[src/rtl/planar_pkg.sv]
// Shared definitions for the planar neighbour write-back path: FSM state
// encoding, default widths and the corner-seed address.
package planar_pkg;

    localparam int SAMPLE_W_DEF = 8;
    localparam int ADDR_W_DEF   = 8;

    // Top-left corner seed location, written only in corner-enabled builds
    localparam logic [7:0] CORNER_ADDR = 8'hFF;

    typedef enum logic [2:0] {
        IDLE      = 3'd0,
        COLLECT   = 3'd1,
        WR_TOP    = 3'd2,
        WR_LEFT   = 3'd3,
        WR_CORNER = 3'd4,
        FIN       = 3'd5
    } state_t;

endpackage

[src/rtl/planar_row_capture.sv]
// Row capture for one 4x4 planar block: a 2-bit row counter plus the
// bottom-row (brow) and right-column (rcol) sample registers.
// i_clear restarts the counter for a new block; i_accept stores one row.
module planar_row_capture
    import planar_pkg::*;
#(
    parameter int SAMPLE_W = SAMPLE_W_DEF
) (
    input  logic                  clk,
    input  logic                  rst,
    input  logic                  i_accept,
    input  logic                  i_clear,
    input  logic [4*SAMPLE_W-1:0] i_row,
    output logic [1:0]            o_row_cnt,
    output logic [SAMPLE_W-1:0]   o_brow [4],
    output logic [SAMPLE_W-1:0]   o_rcol [4]
);

    logic [1:0]          r_row_cnt;
    logic [SAMPLE_W-1:0] r_brow [4];
    logic [SAMPLE_W-1:0] r_rcol [4];

    // Row counter: cleared on a new block, advanced on each accepted row
    always_ff @(posedge clk) begin
        if (rst) begin
            r_row_cnt <= 2'd0;
        end else if (i_clear) begin
            r_row_cnt <= 2'd0;
        end else if (i_accept) begin
            r_row_cnt <= r_row_cnt + 2'd1;
        end
    end

    // Sample storage: every row contributes its sample 3, row 3 is kept whole
    always_ff @(posedge clk) begin
        if (i_accept) begin
            r_rcol[r_row_cnt] <= i_row[3*SAMPLE_W +: SAMPLE_W];
            if (r_row_cnt == 2'd3) begin
                for (int i = 0; i < 4; i++) begin
                    r_brow[i] <= i_row[i*SAMPLE_W +: SAMPLE_W];
                end
            end
        end
    end

    assign o_row_cnt = r_row_cnt;
    assign o_brow    = r_brow;
    assign o_rcol    = r_rcol;

endmodule

[src/rtl/planar_neighbor_writer.sv]
// Planar neighbour write-back: collects the four reconstructed rows of a
// 4x4 block, then writes the bottom row to the top-neighbour RAM at X..X+3
// and the right column to the left-neighbour RAM at Y..Y+3 over the shared
// ADDRESS_RAM bus. All outputs are registered from next-state decode.
// Optional feature macro: PLANAR_CORNER_WR_EN adds a WR_CORNER state that
// writes sample (3,3) to CORNER_ADDR with both strobes high.
module planar_neighbor_writer
    import planar_pkg::*;
#(
    parameter int SAMPLE_W = SAMPLE_W_DEF,
    parameter int ADDR_W   = ADDR_W_DEF
) (
    input  logic                  CLK,
    input  logic                  RST,
    input  logic                  START,
    input  logic [5:0]            X,
    input  logic [5:0]            Y,
    input  logic                  REC_VALID,
    input  logic [4*SAMPLE_W-1:0] REC_ROW,
    output logic                  REC_READY,
    output logic [ADDR_W-1:0]     ADDRESS_RAM,
    output logic [SAMPLE_W-1:0]   DATA_RAM,
    output logic                  WE_TOP,
    output logic                  WE_LEFT,
    output logic                  BUSY,
    output logic                  DONE
);

    state_t              r_state;
    state_t              w_state_d;
    logic [1:0]          r_off;
    logic [1:0]          w_off_d;

    logic [ADDR_W-1:0]   r_x_base;
    logic [ADDR_W-1:0]   r_y_base;

    logic                r_rec_ready;
    logic [ADDR_W-1:0]   r_addr;
    logic [SAMPLE_W-1:0] r_data;
    logic                r_we_top;
    logic                r_we_left;
    logic                r_busy;
    logic                r_done;

    logic [ADDR_W-1:0]   w_addr_d;
    logic [SAMPLE_W-1:0] w_data_d;
    logic                w_we_top_d;
    logic                w_we_left_d;
    logic [ADDR_W-1:0]   w_off_ext;

    logic                w_accept;
    logic                w_start_ok;
    logic                w_last_row;
    logic [1:0]          w_row_cnt;
    logic [SAMPLE_W-1:0] w_brow [4];
    logic [SAMPLE_W-1:0] w_rcol [4];

    // A row is taken only while the registered ready is high; START only from IDLE
    assign w_accept   = r_rec_ready & REC_VALID;
    assign w_start_ok = (r_state == IDLE) & START;
    assign w_last_row = w_accept & (w_row_cnt == 2'd3);
    assign w_off_ext  = {{(ADDR_W-2){1'b0}}, w_off_d};

    planar_row_capture #(
        .SAMPLE_W (SAMPLE_W)
    ) u_capture (
        .clk       (CLK),
        .rst       (RST),
        .i_accept  (w_accept),
        .i_clear   (w_start_ok),
        .i_row     (REC_ROW),
        .o_row_cnt (w_row_cnt),
        .o_brow    (w_brow),
        .o_rcol    (w_rcol)
    );

    // State and write-offset registers
    always_ff @(posedge CLK) begin
        if (RST) begin
            r_state <= IDLE;
            r_off   <= 2'd0;
        end else begin
            r_state <= w_state_d;
            r_off   <= w_off_d;
        end
    end

    // Block base addresses, zero-extended and latched when a block starts
    always_ff @(posedge CLK) begin
        if (RST) begin
            r_x_base <= '0;
            r_y_base <= '0;
        end else if (w_start_ok) begin
            r_x_base <= {{(ADDR_W-6){1'b0}}, X};
            r_y_base <= {{(ADDR_W-6){1'b0}}, Y};
        end
    end

    // Next-state logic and next-cycle write-port values
    always_comb begin
        w_state_d   = r_state;
        w_off_d     = r_off;
        w_addr_d    = '0;
        w_data_d    = '0;
        w_we_top_d  = 1'b0;
        w_we_left_d = 1'b0;

        case (r_state)
            IDLE: begin
                if (START) begin
                    w_state_d = COLLECT;
                    w_off_d   = 2'd0;
                end
            end
            COLLECT: begin
                if (w_last_row) begin
                    w_state_d = WR_TOP;
                    w_off_d   = 2'd0;
                end
            end
            WR_TOP: begin
                if (r_off == 2'd3) begin
                    w_state_d = WR_LEFT;
                    w_off_d   = 2'd0;
                end else begin
                    w_off_d = r_off + 2'd1;
                end
            end
            WR_LEFT: begin
                if (r_off == 2'd3) begin
`ifdef PLANAR_CORNER_WR_EN
                    w_state_d = WR_CORNER;
`else
                    w_state_d = FIN;
`endif
                    w_off_d = 2'd0;
                end else begin
                    w_off_d = r_off + 2'd1;
                end
            end
`ifdef PLANAR_CORNER_WR_EN
            WR_CORNER: begin
                w_state_d = FIN;
            end
`endif
            FIN: begin
                w_state_d = IDLE;
            end
            default: begin
                w_state_d = IDLE;
                w_off_d   = 2'd0;
            end
        endcase

        case (w_state_d)
            WR_TOP: begin
                w_addr_d   = r_x_base + w_off_ext;
                // On entry the bottom row is still being captured this edge,
                // so its sample 0 is taken straight from the input row.
                w_data_d   = (r_state == COLLECT) ? REC_ROW[SAMPLE_W-1:0]
                                                  : w_brow[w_off_d];
                w_we_top_d = 1'b1;
            end
            WR_LEFT: begin
                w_addr_d    = r_y_base + w_off_ext;
                w_data_d    = w_rcol[w_off_d];
                w_we_left_d = 1'b1;
            end
`ifdef PLANAR_CORNER_WR_EN
            WR_CORNER: begin
                w_addr_d    = ADDR_W'(CORNER_ADDR);
                w_data_d    = w_brow[3];
                w_we_top_d  = 1'b1;
                w_we_left_d = 1'b1;
            end
`endif
            default: begin
                w_addr_d = '0;
            end
        endcase
    end

    // Registered outputs, all decoded from the state being entered
    always_ff @(posedge CLK) begin
        if (RST) begin
            r_rec_ready <= 1'b0;
            r_addr      <= '0;
            r_data      <= '0;
            r_we_top    <= 1'b0;
            r_we_left   <= 1'b0;
            r_busy      <= 1'b0;
            r_done      <= 1'b0;
        end else begin
            r_rec_ready <= (w_state_d == COLLECT);
            r_addr      <= w_addr_d;
            r_data      <= w_data_d;
            r_we_top    <= w_we_top_d;
            r_we_left   <= w_we_left_d;
            r_busy      <= (w_state_d != IDLE);
            r_done      <= (w_state_d == FIN);
        end
    end

    assign REC_READY   = r_rec_ready;
    assign ADDRESS_RAM = r_addr;
    assign DATA_RAM    = r_data;
    assign WE_TOP      = r_we_top;
    assign WE_LEFT     = r_we_left;
    assign BUSY        = r_busy;
    assign DONE        = r_done;

endmodule
[config.mk]
export PLATFORM = sky130hd
export DESIGN_NAME = planar_neighbor_writer
export DESIGN_NICKNAME = d
export VERILOG_FILES = /design/src/rtl/planar_pkg.sv /design/src/rtl/planar_row_capture.sv /design/src/rtl/planar_neighbor_writer.sv
export SDC_FILE = /design/constraint.sdc
export NUM_CORES = 1
export LEC_CHECK = 0
export ABC_AREA = 1
export CORE_MARGIN = 5
export CORE_UTILIZATION = 24
export CTS_BUF_LIST = sky130_fd_sc_hd__clkbuf_4 sky130_fd_sc_hd__clkbuf_8
export DETAILED_ROUTE_END_ITERATION = 6
export MAX_ROUTING_LAYER = met4
export PLACE_DENSITY_LB_ADDON = 0.08
export REMOVE_ABC_BUFFERS = 1
export SLEW_MARGIN = 20
export SYNTH_ARGS = -nofsm -noshare
export SYNTH_HDL_FRONTEND = slang
export SYNTH_SLANG_ARGS = --single-unit
[constraint.sdc]
create_clock -name CLK -period 5 [get_ports CLK]
set_input_delay 0.75 -clock CLK [delete_from_list [all_inputs] [get_ports CLK]]
set_output_delay 0.75 -clock CLK [all_outputs]
set_load 0.01 [all_outputs]
* Word-level counts from Yosys, hierarchy flattened
Cells that the tools add are included.
** Operators by class
- Div/mod/pow operators :: 0
- Bitwise operators :: 5
- Muxes and demuxes :: 23
- Equal/unequal tests :: 10
- Multipliers :: 0
- Magnitude comparators :: 3
- Reduce and logical (&&, ||, !) cells :: 6
- $add $sub $neg :: 4
- Shifts and indexed selects :: 0
** Operators with widths (count)
- 8-bit two-way mux :: 6
- 8-bit binary-select mux with 2-bit select :: 2
- 32-bit bitwise mux :: 1
- 8-bit demux with 2-bit select :: 1
- 8-bit one-hot mux with 2 select lines :: 1
- 6-bit by 2-bit adder with 7-bit output :: 2
- 7-bit one-hot mux with 2 select lines :: 1
- 3-bit by 2-bit equality test with 1-bit output, second input constant :: 4
- 3-bit two-way mux :: 4
- 3-bit one-hot mux with 4 select lines :: 1
- 2-bit one-hot mux with 4 select lines :: 1
- 3-bit by 1-bit equality test with 1-bit output, second input constant :: 2
- 3-bit equality test, second input constant :: 2
- 3-bit greater-or-equal comparator, second input constant :: 2
- 2-bit two-way mux :: 3
- 2-bit NOT with 3-bit output :: 2
- 2-bit by 1-bit adder with 2-bit output, second input constant :: 2
- 2-bit equality test, second input constant :: 2
- 2-bit OR reduction :: 2
- 1-bit bitwise AND :: 3
- 3-bit zero test :: 1
- 3-bit by 1-bit less-than comparator with 1-bit output, second input constant :: 1
- 3-bit nonzero test :: 1
- 1-bit two-way mux :: 2
- other kinds (2) :: 2
** Word-level totals
- ROM bits :: 0
- Memory bits (writable) :: 0
- Register bits after elaboration :: 104
- Memories :: 0
- Latch bits :: 0

* Depth between registers and ports, before layout
Gate-level depths: netlist (run 1).
- Depth in word-level cells :: 10
- Depth in mapped cells :: 19

* Modules after synthesis
A second synthesis (run 1) with hierarchy kept.
** Unflattened totals
- Cells, all modules :: 474
- Area total of the unflattened synthesis :: 4426.7 µm²
** By module, submodules not included
- planar_neighbor_writer :: cells each 381, area an instance 2498.6 µm², instances 1
- planar_row_capture :: cells each 93, area an instance 1928.1 µm², instances 1

* Worst setup path before layout (run 1)
Ideal clock, no wire load.
- Path type :: in2reg
- Start point :: input REC_VALID
- End point :: register r_addr[4], in the netlist ADDRESS_RAM[4]
- Path buffers :: 1
- Stages :: 14
- Setup time :: 0.113 ns
- Required time :: 4.887 ns
- Path slack :: 2.417 ns
- Arrival time :: 2.471 ns
- Cell sequence :: nand3_2 -> o21ai_4 -> nand2_4 -> buf_6 -> o21ai_0 -> ha_1 -> inv_1 -> fa_1 -> inv_1 -> nand3_2 -> nor2_2 -> nand2_1 -> nand2_1 -> nor2_1
** On the way
- Word-level cells in the longest chain between the ends :: 6
- Elaborated cells between the ends (all ways) :: 11
- Classes of those cells :: add/sub: 2; eq/ne: 2; mux: 5; bitwise: 2
** RTL lines
- start: declaration :: RTL line planar_neighbor_writer.sv:18 : input logic REC_VALID,
- 1-bit bitwise AND (*) :: RTL line planar_neighbor_writer.sv:59 : assign w_accept = r_rec_ready & REC_VALID;
- 1-bit bitwise AND (*) :: RTL line planar_neighbor_writer.sv:61 : assign w_last_row = w_accept & (w_row_cnt == 2'd3);
- 2-bit two-way mux / 3-bit two-way mux (equally long branches) :: RTL line planar_neighbor_writer.sv:116 : if (w_last_row) begin
- 2-bit one-hot mux with 4 select lines / 3-bit one-hot mux with 4 select lines (equally long branches) :: RTL line planar_neighbor_writer.sv:108 : case (r_state)
- 6-bit by 2-bit adder with 7-bit output (tied with other cells) :: RTL line planar_neighbor_writer.sv:165 : w_addr_d = r_y_base + w_off_ext;
- 7-bit one-hot mux with 2 select lines (*) :: RTL line planar_neighbor_writer.sv:155 : case (w_state_d)
- end signal: assignment :: RTL line planar_neighbor_writer.sv:195 : r_addr <= w_addr_d;
- end: declaration :: RTL line planar_neighbor_writer.sv:38 : logic [ADDR_W-1:0] r_addr;
Every way passes the cells marked *; elsewhere a longest branch is shown, timed or not.
A chain may end at the register's enable or synchronous reset.

* Worst setup path after layout (run 1)
- Start point :: input START
- End point :: register r_addr[4], in the netlist ADDRESS_RAM[4]
** On the way
- Word-level cells in the longest chain between the ends :: 4
- Elaborated cells between the ends (all ways) :: 9
- Classes of those cells :: add/sub: 2; eq/ne: 2; mux: 5
** RTL lines
- start: declaration :: RTL line planar_neighbor_writer.sv:15 : input logic START,
- 2-bit two-way mux / 3-bit two-way mux (equally long branches) :: RTL line planar_neighbor_writer.sv:110 : if (START) begin
- 2-bit one-hot mux with 4 select lines / 3-bit one-hot mux with 4 select lines (equally long branches) :: RTL line planar_neighbor_writer.sv:108
- 6-bit by 2-bit adder with 7-bit output (tied with other cells) :: RTL line planar_neighbor_writer.sv:165
- 7-bit one-hot mux with 2 select lines (*) :: RTL line planar_neighbor_writer.sv:155
Marks and branches as above.

==> impl_metrics.env, run 1 <==
export IMPL_outcome="finished clean"
export IMPL_crit_fanout=22
export IMPL_p_clk_share_pct=32.7
export IMPL_ant_nets=0
export IMPL_die_area_mm2=0.0207
export IMPL_clkSinkCount=95
export IMPL_antenna_found_initial=0
export IMPL_relSlewSlack_pct=31.7
export IMPL_min_path_type="flop to flop"
export IMPL_start_kind="input port"
export IMPL_first_global_vias=3269
export IMPL_cp_num_buf_inv=3
export IMPL_syn_mean_instance_area_um2=9.42
export IMPL_layout_commonest_cell="nand2_1"
export IMPL_comb_power_share_pct=7.2
export IMPL_async_flop_share_pct=0
export IMPL_ys_flop_type="edfxtp_1"
export IMPL_start_util_pct=24.1
export IMPL_final_cells=754
export IMPL_totalWireLength_um=11100
export IMPL_rsz0062_at_grt="no"
export IMPL_drive_gt1_share_pct=9.33
export IMPL_holdBufCountCts=0
export IMPL_cts_root_buf="clkbuf_8"
export IMPL_die_x_um=144
export IMPL_critPathCaptureType="flop"
export IMPL_cp_slowest_stage_delay_ns=0.49
export IMPL_ff2ff_setup_slack_ns=2.17
export IMPL_ir_worst_vdd_mv=0.115
export IMPL_synth_distinct_cells=37
export IMPL_vias=3226
export IMPL_placed_cells=738
export IMPL_hpwl_um=7720
export IMPL_cts_buffers=9
export IMPL_slew_violations=0
export IMPL_grt_pass1_wl_um=17700
export IMPL_slowest_stage="clkdlybuf4s50_1"
export IMPL_sw_frac_of_total_pct=22.9
export IMPL_p_total_uw=1410
export IMPL_clk_path_buf_depth=2
export IMPL_seq_power_share_pct=60.0
export IMPL_final_fill_count=1857
export IMPL_max_freq_mhz=332
export IMPL_clk_latency_ns=0.37
export IMPL_tightest_slew_ns=1.02
export IMPL_clk_pin_slew_worst_paths_ns=0.09
export IMPL_final_setup_skew_ns=0.0133
export IMPL_cts_resized=0
export IMPL_syn2layout_area_growth_pct=24.0
export IMPL_p_sw_uw=322
export IMPL_syn_area_mm2=0.00431
export IMPL_grt_max_degree=33
export IMPL_synthCells=457
export IMPL_ys_warn_count=0
export IMPL_leakagePower_uw=0.00206
export IMPL_powerDensity_mw_per_mm2=264
export IMPL_vias_per_cell=4.28
export IMPL_internal_power_uw=1090
export IMPL_drv_cap=0
export IMPL_cpMostUsedCell="nand3_2"
export IMPL_ios=69
export IMPL_setup_viol=0
export IMPL_htreeDepth=3
export IMPL_port_buffers=67
export IMPL_finalHoldViolations=0
export IMPL_post_cts_buffers=0
export IMPL_row_count=49
export IMPL_dieHeight_um=144
export IMPL_grt_use_total_pct=11.7
export IMPL_final_cell_mix="nand2_1 (89), nand3_1 (81), clkdlybuf4s50_1 (67), inv_1 (58), edfxtp_1 (56)"
export IMPL_timing_final_crit_share_pct=60.3
export IMPL_drc_errors=0
export IMPL_firstDrtPassIters=4
export IMPL_gp_congestion=0.792
export IMPL_synth_seq_cells=95
export IMPL_num_antenna_cells=0
export IMPL_min_period_ns=3.01
export IMPL_critPathKind="input port to flop"
export IMPL_num_nets_final=576
export IMPL_crit_chain="clkdlybuf4s50_1 -> nand3_2 -> nand3_2 -> nand2_4 -> o21ai_0 -> ha_1 -> inv_1 -> fa_1 -> inv_1 -> nand3_2 -> nor2_2 -> nand2_1 -> nand2_1 -> nor2_1"
export IMPL_worstPathArrival_ns=3.29
export IMPL_yosysSeqAreaShare_pct=57.2
export IMPL_synth_edff_count=56
export IMPL_routedWlPerCell_um=14.8
export IMPL_required_ns=5.27
export IMPL_first_iter_violations=235
export IMPL_fp_coreArea_mm2=0.0178
export IMPL_setup_tns_final_ns=0
export IMPL_cts_tree="built"
export IMPL_globalRoute_totalOverflow=0
export IMPL_cp_top_family="simple AND/OR/NAND/NOR gates"
Yosys cell counts (2+ instances only):
cell type,number,share of area (%)
nand2_1,89,7.8
nand3_1,81,9.4
inv_1,58,5.1
edfxtp_1,56,39
dfxtp_1,39,18
nor2_1,32,2.8
a21oi_1,24,2.8
o21ai_0,11,1.3
ha_1,7,2.0
nor2_2,6,0.87
clkbuf_1,5,0.44
inv_2,5,0.44
nand3_2,5,1.2
buf_2,4,0.46
buf_6,4,1.0
nor2_4,3,0.78
nor3_1,3,0.35
buf_4,2,0.35
nand2_8,2,0.93
nand3_4,2,0.81
nand4_1,2,0.29
o21ai_2,2,0.41
flip-flops by register name, indices dropped and copies added (netlist names):
name	cells
ADDRESS_RAM	7
BUSY	1
DATA_RAM	8
DONE	1
REC_READY	1
WE_LEFT	1
WE_TOP	1
r_off	2
r_state	3
r_x_base	6
r_y_base	6
u_capture.o_brow	24
u_capture.o_rcol	32
u_capture.o_row_cnt	2
power groups by stage:
stage | Sequential (µW) | Clock (µW) | Combinational (µW)
2_1_floorplan | 864 | 0 | 43.1
3_3_place_gp | 864 | 0 | 103
3_5_place_dp | 864 | 0 | 103
4_1_cts | 846 | 495 | 104
5_1_grt | 848 | 521 | 113
6_report | 846 | 461 | 102
per-layer routing:
metal / part of all wire (%) / vias to the layer above / global-route usage, %
met5: 0 / - / -
met4: 2.1 / 0 / 5.15
met3: 4.0 / 21 / 2.43
met2: 46 / 73 / 17.9
met1: 47 / 1504 / 15.0
li1: - / 1628 / -
kinds of logic (layout without fill, tap and decap cells):
kind of cell	count (synthesis)	in the layout	synth area share [%]
AO/OA/AOI/OAI	41	41	5.32
buffers and inverters	81	149	8.22
adder cells (fa/ha/maj)	8	8	2.50
other	1	1	0.0871
flip-flops	95	95	57.2
AND/OR/NAND/NOR	230	230	26.5
XOR/XNOR	1	1	0.203
worst paths after layout:
kind / from / end / cells after the start
worst min-delay path: r_y_base[0] / r_y_base[0] / 2
worst max register to register: r_state[0] / ADDRESS_RAM[4] / 14
worst max-delay path: START / ADDRESS_RAM[4] / 14
worst min register to register: r_y_base[0] / r_y_base[0] / 2
metrics by stage:
| stage | cell area (µm²) | worst slack (ns) | util, % | hold slack [ns] |
|---|---|---|---|---|
| finish | 5340 | 1.99 | 29.9 | 0.459 |
| detailed placement | 5170 | 1.57 | 29.0 | 0.450 |
| global placement | 5170 | 1.61 | 29.0 | 0.446 |
| floorplan | 4200 | 2.42 | - | 0.424 |
| global route | 5340 | 1.74 | 29.9 | 0.483 |
| CTS | 5340 | 1.98 | 29.9 | 0.464 |
area by class of cell:
class	instances	area (µm²)	area share, %
flip-flops and latches	95	2460	46.1
repair buffers	68	678	12.7
clock inverters	4	23.8	0.445
well taps	229	287	5.37
inverters	65	251	4.71
clock buffers	12	146	2.74
multi-input cells	281	1490	27.9
worst min-delay path, cell delays in order (launching register included):
cell,delay (ns)
dfxtp_1,0.31
inv_1,0.06
a21oi_1,0.05
Note: power is estimated with default switching activity, not from simulation.
==> inputs of run 2 (changes only) <==
- clock period: 5 -> 2.43 ns (I/O delays scaled with it)
==> run 2 against run 1 <==
Compared with the run above: utilization grew 2.1 points; sequential share of layout area shrank 2.8 points; critical path depth grew 2; die area is the same; via count grew 3.7%; first-iteration DRC count shrank 37%; global-route usage grew 0.47 points; total power grew 110%; setup slack lost 1.8 ns; hold slack gained 0.0078 ns; clock skew grew 0.00098 ns; critical path type unchanged.
==> impl_metrics.env, run 2 (synthesis gave the netlist of run 1 again) <==
export IMPL_num_nets_final=614
export IMPL_cp_endpoint="ADDRESS_RAM[4]"
export IMPL_min_period_ns=2.28
export IMPL_port_buffers=67
export IMPL_vias_per_cell=4.22
export IMPL_slew_violations=0
export IMPL_worstPathArrival_ns=2.57
export IMPL_timing_final_crit_share_pct=93.7
export IMPL_finalHoldViolations=0
export IMPL_grt_pass1_wl_um=18700
export IMPL_min_from="r_y_base[1]"
export IMPL_gp_congestion=0.777
export IMPL_ff2ff_path_depth=17
export IMPL_final_setup_skew_ns=0.0143
export IMPL_htreeDepth=3
export IMPL_place_area_mm2=0.00547
export IMPL_first_global_vias=3608
export IMPL_final_cell_mix="nand2_1 (89), nand3_1 (81), clkdlybuf4s50_1 (67), inv_1 (57), edfxtp_1 (56)"
export IMPL_placed_cells=773
export IMPL_fp_coreArea_mm2=0.0178
export IMPL_syn2layout_area_growth_pct=32.6
export IMPL_max_freq_mhz=439
export IMPL_internal_power_uw=2230
export IMPL_clk_pin_slew_worst_paths_ns=0.11
export IMPL_clk_latency_ns=0.38
export IMPL_first_iter_violations=148
export IMPL_totalWireLength_um=11500
export IMPL_grt_max_degree=33
export IMPL_drive_gt1_share_pct=17.1
export IMPL_ir_worst_vdd_mv=0.227
export IMPL_start_util_pct=24.1
export IMPL_layout_commonest_cell="nand2_1"
export IMPL_final_cells=792
export IMPL_powerDensity_mw_per_mm2=520
export IMPL_r2r_start="r_off[0]"
export IMPL_clkSinkCount=95
export IMPL_cts_root_buf="clkbuf_8"
export IMPL_seq_power_share_pct=58.7
export IMPL_largest_reg_flops=32
export IMPL_antenna_found_initial=0
export IMPL_grt_use_total_pct=12.2
export IMPL_row_count=49
export IMPL_setup_viol=0
export IMPL_routedWlPerCell_um=14.5
export IMPL_start_kind="input port"
export IMPL_r2r_end="ADDRESS_RAM[4]"
export IMPL_comb_power_share_pct=7.8
export IMPL_ant_nets=0
export IMPL_dieHeight_um=144
export IMPL_min_path_type="flop to flop"
export IMPL_crit_start="REC_VALID"
export IMPL_p_sw_uw=735
export IMPL_crit_fanout=6
export IMPL_drc_errors=0
export IMPL_required_ns=2.72
export IMPL_globalRoute_totalOverflow=0
export IMPL_p_clk_share_pct=33.5
export IMPL_fin_hold_ws_ns=0.467
export IMPL_outcome="finished clean"
export IMPL_leakagePower_uw=0.00225
export IMPL_sw_frac_of_total_pct=24.8
export IMPL_critPathKind="input port to flop"
export IMPL_hpwl_um=8350
export IMPL_firstDrtPassIters=5
export IMPL_critPathCaptureType="flop"
export IMPL_drv_cap=0
export IMPL_die_area_mm2=0.0207
export IMPL_ff2ff_setup_slack_ns=0.20
export IMPL_vias=3344
export IMPL_num_antenna_cells=0
export IMPL_final_fill_count=1854
export IMPL_cts_tree="built"
export IMPL_die_x_um=144
export IMPL_holdBufCountCts=0
export IMPL_ios=69
export IMPL_stdcell_area_mm2=0.00571
export IMPL_cts_buffers=9
export IMPL_p_total_uw=2970
export IMPL_clk_path_buf_depth=2
[run 2: worst min-delay path by stage]
stage	endpoint	cells after the start
floorplan	r_y_base[0]	2
global placement	r_y_base[1]	2
detailed placement	r_y_base[1]	2
CTS	r_y_base[1]	2
global route	r_y_base[2]	2
finish	r_y_base[1]	2
[run 2: final cells by class]
| type | instances | area [µm²] | area share, % |
|---|---|---|---|
| sequential | 95 | 2470 | 43.3 |
| multi-input combinational | 281 | 1520 | 26.7 |
| timing repair buffer | 106 | 1000 | 17.5 |
| tap | 229 | 287 | 5.02 |
| inverter | 65 | 251 | 4.40 |
| clock buffer | 9 | 124 | 2.17 |
| clock inverter | 7 | 51.3 | 0.899 |
[run 2: critical path, cell delays in order]
cell	delay [ns]
clkdlybuf4s50_1	0.56
nand3_4	0.12
nand3_2	0.11
nand3_2	0.11
nand2_4	0.11
nand2_1	0.05
o21ai_1	0.08
ha_2	0.19
inv_1	0.05
fa_1	0.36
inv_2	0.07
nand3_2	0.08
nor2_2	0.13
nand2_1	0.07
nand2_1	0.06
nor2_1	0.03
[run 2: repair_timing]
item                                    4_1_cts  5_1_grt
endpoints found under the setup margin        0        4
buffers inserted                              0        3
gates resized for setup                       0       15
[run 2: stage by stage]
stage / worst slack (ns) / util, % / setup TNS, ns
after floorplan: 0.0328 / - / 0
after global placement: -0.223 / 30.6 / -0.635
after detailed placement: -0.249 / 30.6 / -0.898
after CTS: 0.00186 / 31.6 / 0
after global routing: -0.000704 / 32.0 / -0.000704
final: 0.153 / 32.0 / 0
[run 2: per-layer routing]
metal | vias up | global-route usage (%) | share of wire [%]
met5 | - | - | 0
met4 | 0 | 4.56 | 1.6
met3 | 13 | 2.46 | 4.1
met2 | 59 | 19.9 | 49
met1 | 1565 | 14.9 | 45
li1 | 1707 | - | -
[run 2: power groups by stage]
stage | combinational, µW | clock (µW) | sequential [µW]
CTS | 233 | 1050 | 1740
floorplan | 88.6 | 0 | 1780
finish | 231 | 996 | 1740
detailed placement | 232 | 0 | 1780
global placement | 230 | 0 | 1780
global route | 257 | 1140 | 1740
==> inputs of run 3 (changes only) <==
- CORE_ASPECT_RATIO: unset -> 1.5
- SKIP_CTS_REPAIR_TIMING: unset -> 1
==> run 3 against run 2 <==
Compared with the run above: sequential cell count did not move; highest routed layer unchanged; clock-buffer cell count rose by 2; hold slack got worse by 0.0068 ns; critical path type unchanged; register-to-register slack got worse by 0.02 ns; critical endpoint unchanged; die area rose by 0.27%; critical path depth did not move; combinational power barely moved; global-route usage rose by 0.24 points.
==> impl_metrics.env, run 3 (synthesis gave the netlist of run 1 again) <==
export IMPL_outcome="finished clean"
export IMPL_ios=69
export IMPL_grt_use_total_pct=12.4
export IMPL_fin_ws_ns=0.172
export IMPL_required_ns=2.71
export IMPL_setup_viol=0
export IMPL_min_from="r_y_base[2]"
export IMPL_port_buffers=67
export IMPL_die_area_mm2=0.0208
export IMPL_hpwl_um=8500
export IMPL_stdcell_area_mm2=0.00566
export IMPL_clkSinkCount=95
export IMPL_dp_slack_ns=-0.278
export IMPL_row_count=60
export IMPL_grt_max_degree=33
export IMPL_vias_per_cell=4.34
export IMPL_cts_buffers=9
export IMPL_cts_tree="built"
export IMPL_drive_gt1_share_pct=17.0
export IMPL_first_iter_violations=176
export IMPL_totalWireLength_um=12000
export IMPL_r2r_end="ADDRESS_RAM[4]"
export IMPL_cp_slowest_stage_delay_ns=0.54
export IMPL_holdPathEnd="r_y_base[2]"
export IMPL_r2r_start="u_capture.o_row_cnt[0]"
export IMPL_critPathKind="input port to flop"
export IMPL_min_path_type="flop to flop"
export IMPL_drc_errors=0
export IMPL_slew_violations=0
export IMPL_seq_power_share_pct=58.6
export IMPL_crit_chain="clkdlybuf4s50_1 -> nand3_4 -> nand3_2 -> nand3_2 -> nand2_4 -> nand2_1 -> o21ai_2 -> ha_2 -> inv_1 -> fa_1 -> inv_2 -> nand3_2 -> nor2_2 -> nand2_1 -> nand2_1 -> nor2_1"
export IMPL_clk_latency_ns=0.39
export IMPL_leakagePower_uw=0.00222
export IMPL_final_fill_count=1905
export IMPL_start_util_pct=24.2
export IMPL_powerDensity_mw_per_mm2=525
export IMPL_num_nets_final=610
export IMPL_die_x_um=119
export IMPL_slowest_stage="clkdlybuf4s50_1"
export IMPL_first_global_vias=3573
export IMPL_worstPathArrival_ns=2.54
export IMPL_final_setup_skew_ns=0.0157
export IMPL_routedWlPerCell_um=15.4
export IMPL_ir_worst_vdd_mv=0.266
export IMPL_critPathCaptureType="flop"
export IMPL_cp_num_buf_inv=3
export IMPL_start_kind="input port"
export IMPL_globalRoute_totalOverflow=0
export IMPL_num_antenna_cells=0
export IMPL_p_sw_uw=715
export IMPL_firstDrtPassIters=4
export IMPL_layout_commonest_cell="nand2_1"
export IMPL_clk_path_buf_depth=2
export IMPL_clk_pin_slew_worst_paths_ns=0.10
export IMPL_ff2ff_path_depth=16
export IMPL_final_cell_mix="nand2_1 (89), nand3_1 (80), clkdlybuf4s50_1 (67), inv_1 (57), edfxtp_1 (56)"
export IMPL_ant_nets=0
export IMPL_timing_final_crit_share_pct=92.9
export IMPL_max_freq_mhz=443
export IMPL_cts_root_buf="clkbuf_8"
export IMPL_fin_util_pct=31.8
export IMPL_ff2ff_setup_slack_ns=0.18
export IMPL_gp_congestion=0.780
export IMPL_crit_fanout=6
export IMPL_place_area_mm2=0.00543
export IMPL_fp_coreArea_mm2=0.0178
export IMPL_antenna_found_initial=0
export IMPL_internal_power_uw=2260
export IMPL_drv_cap=0
export IMPL_min_period_ns=2.26
export IMPL_largest_reg_flops=32
export IMPL_finalHoldViolations=0
export IMPL_grt_pass1_wl_um=19200
export IMPL_syn2layout_area_growth_pct=31.5
export IMPL_sw_frac_of_total_pct=24.0
export IMPL_cp_top_family="simple AND/OR/NAND/NOR gates"
export IMPL_rsz0062_at_grt="no"
export IMPL_hold_path_cell_count=2
export IMPL_dieHeight_um=174
export IMPL_htreeDepth=3
export IMPL_vias=3371
export IMPL_comb_power_share_pct=7.8
export IMPL_p_clk_share_pct=33.6
-- run 3: per-layer routing --
layer	vias to the layer above	global-route usage [%]	wire, µm
li1	1690	-	-
met5	-	-	0
met1	1589	13.6	4870
met4	0	4.16	167
met3	12	2.64	545
met2	80	22.2	6380
-- run 3: final cells by class --
type | count | area, µm² | area share [%]
clock buffers | 11 | 145 | 2.56
clock inverters | 5 | 33.8 | 0.597
inverters | 65 | 251 | 4.44
multi-input cells | 281 | 1530 | 27.1
flip-flops and latches | 95 | 2470 | 43.6
well taps | 217 | 272 | 4.79
repair buffers | 102 | 958 | 16.9
-- run 3: worst register-to-register path: stages (launching register included) --
cell and delay [ns]:
dfxtp_2 0.39, ha_4 0.16, nand3_4 0.08, nand3_2 0.09
nand3_2 0.11, nand2_4 0.12, nand2_1 0.07, o21ai_2 0.06
ha_2 0.19, inv_1 0.05, fa_1 0.37, inv_2 0.07
nand3_2 0.09, nor2_2 0.13, nand2_1 0.07, nand2_1 0.06
nor2_1 0.04
-- run 3: power groups by stage --
stage               logic [µW]  clock network [µW]  registers [µW]
detailed placement         234                   0            1780
global placement           234                   0            1780
global route               258                1110            1750
finish                     232                1000            1740
CTS                        236                1050            1740
floorplan                 88.6                   0            1780
-- run 3: worst max path at each step --
stage                           start              to  slack, ns  cells past startpoint
2_1_floorplan              r_state[0]  ADDRESS_RAM[4]       0.03                     14
3_3_place_gp                REC_VALID  ADDRESS_RAM[4]      -0.20                     14
3_5_place_dp                REC_VALID  ADDRESS_RAM[4]      -0.28                     14
4_1_cts        u_capture.o_row_cnt[0]  ADDRESS_RAM[4]      0.008                     14
5_1_grt        u_capture.o_row_cnt[0]  ADDRESS_RAM[4]      0.002                     16
6_report                    REC_VALID  ADDRESS_RAM[4]       0.17                     16
-- run 3: stage by stage --
stage               std cells  TNS, ns  power (µW)  hold slack (ns)
floorplan                 441        0        1870            0.424
global placement          759   -0.530        2010            0.441
detailed placement        759   -0.887        2010            0.444
CTS                       775        0        3030            0.458
global route              776        0        3110            0.483
finish                    776        0        2980            0.460
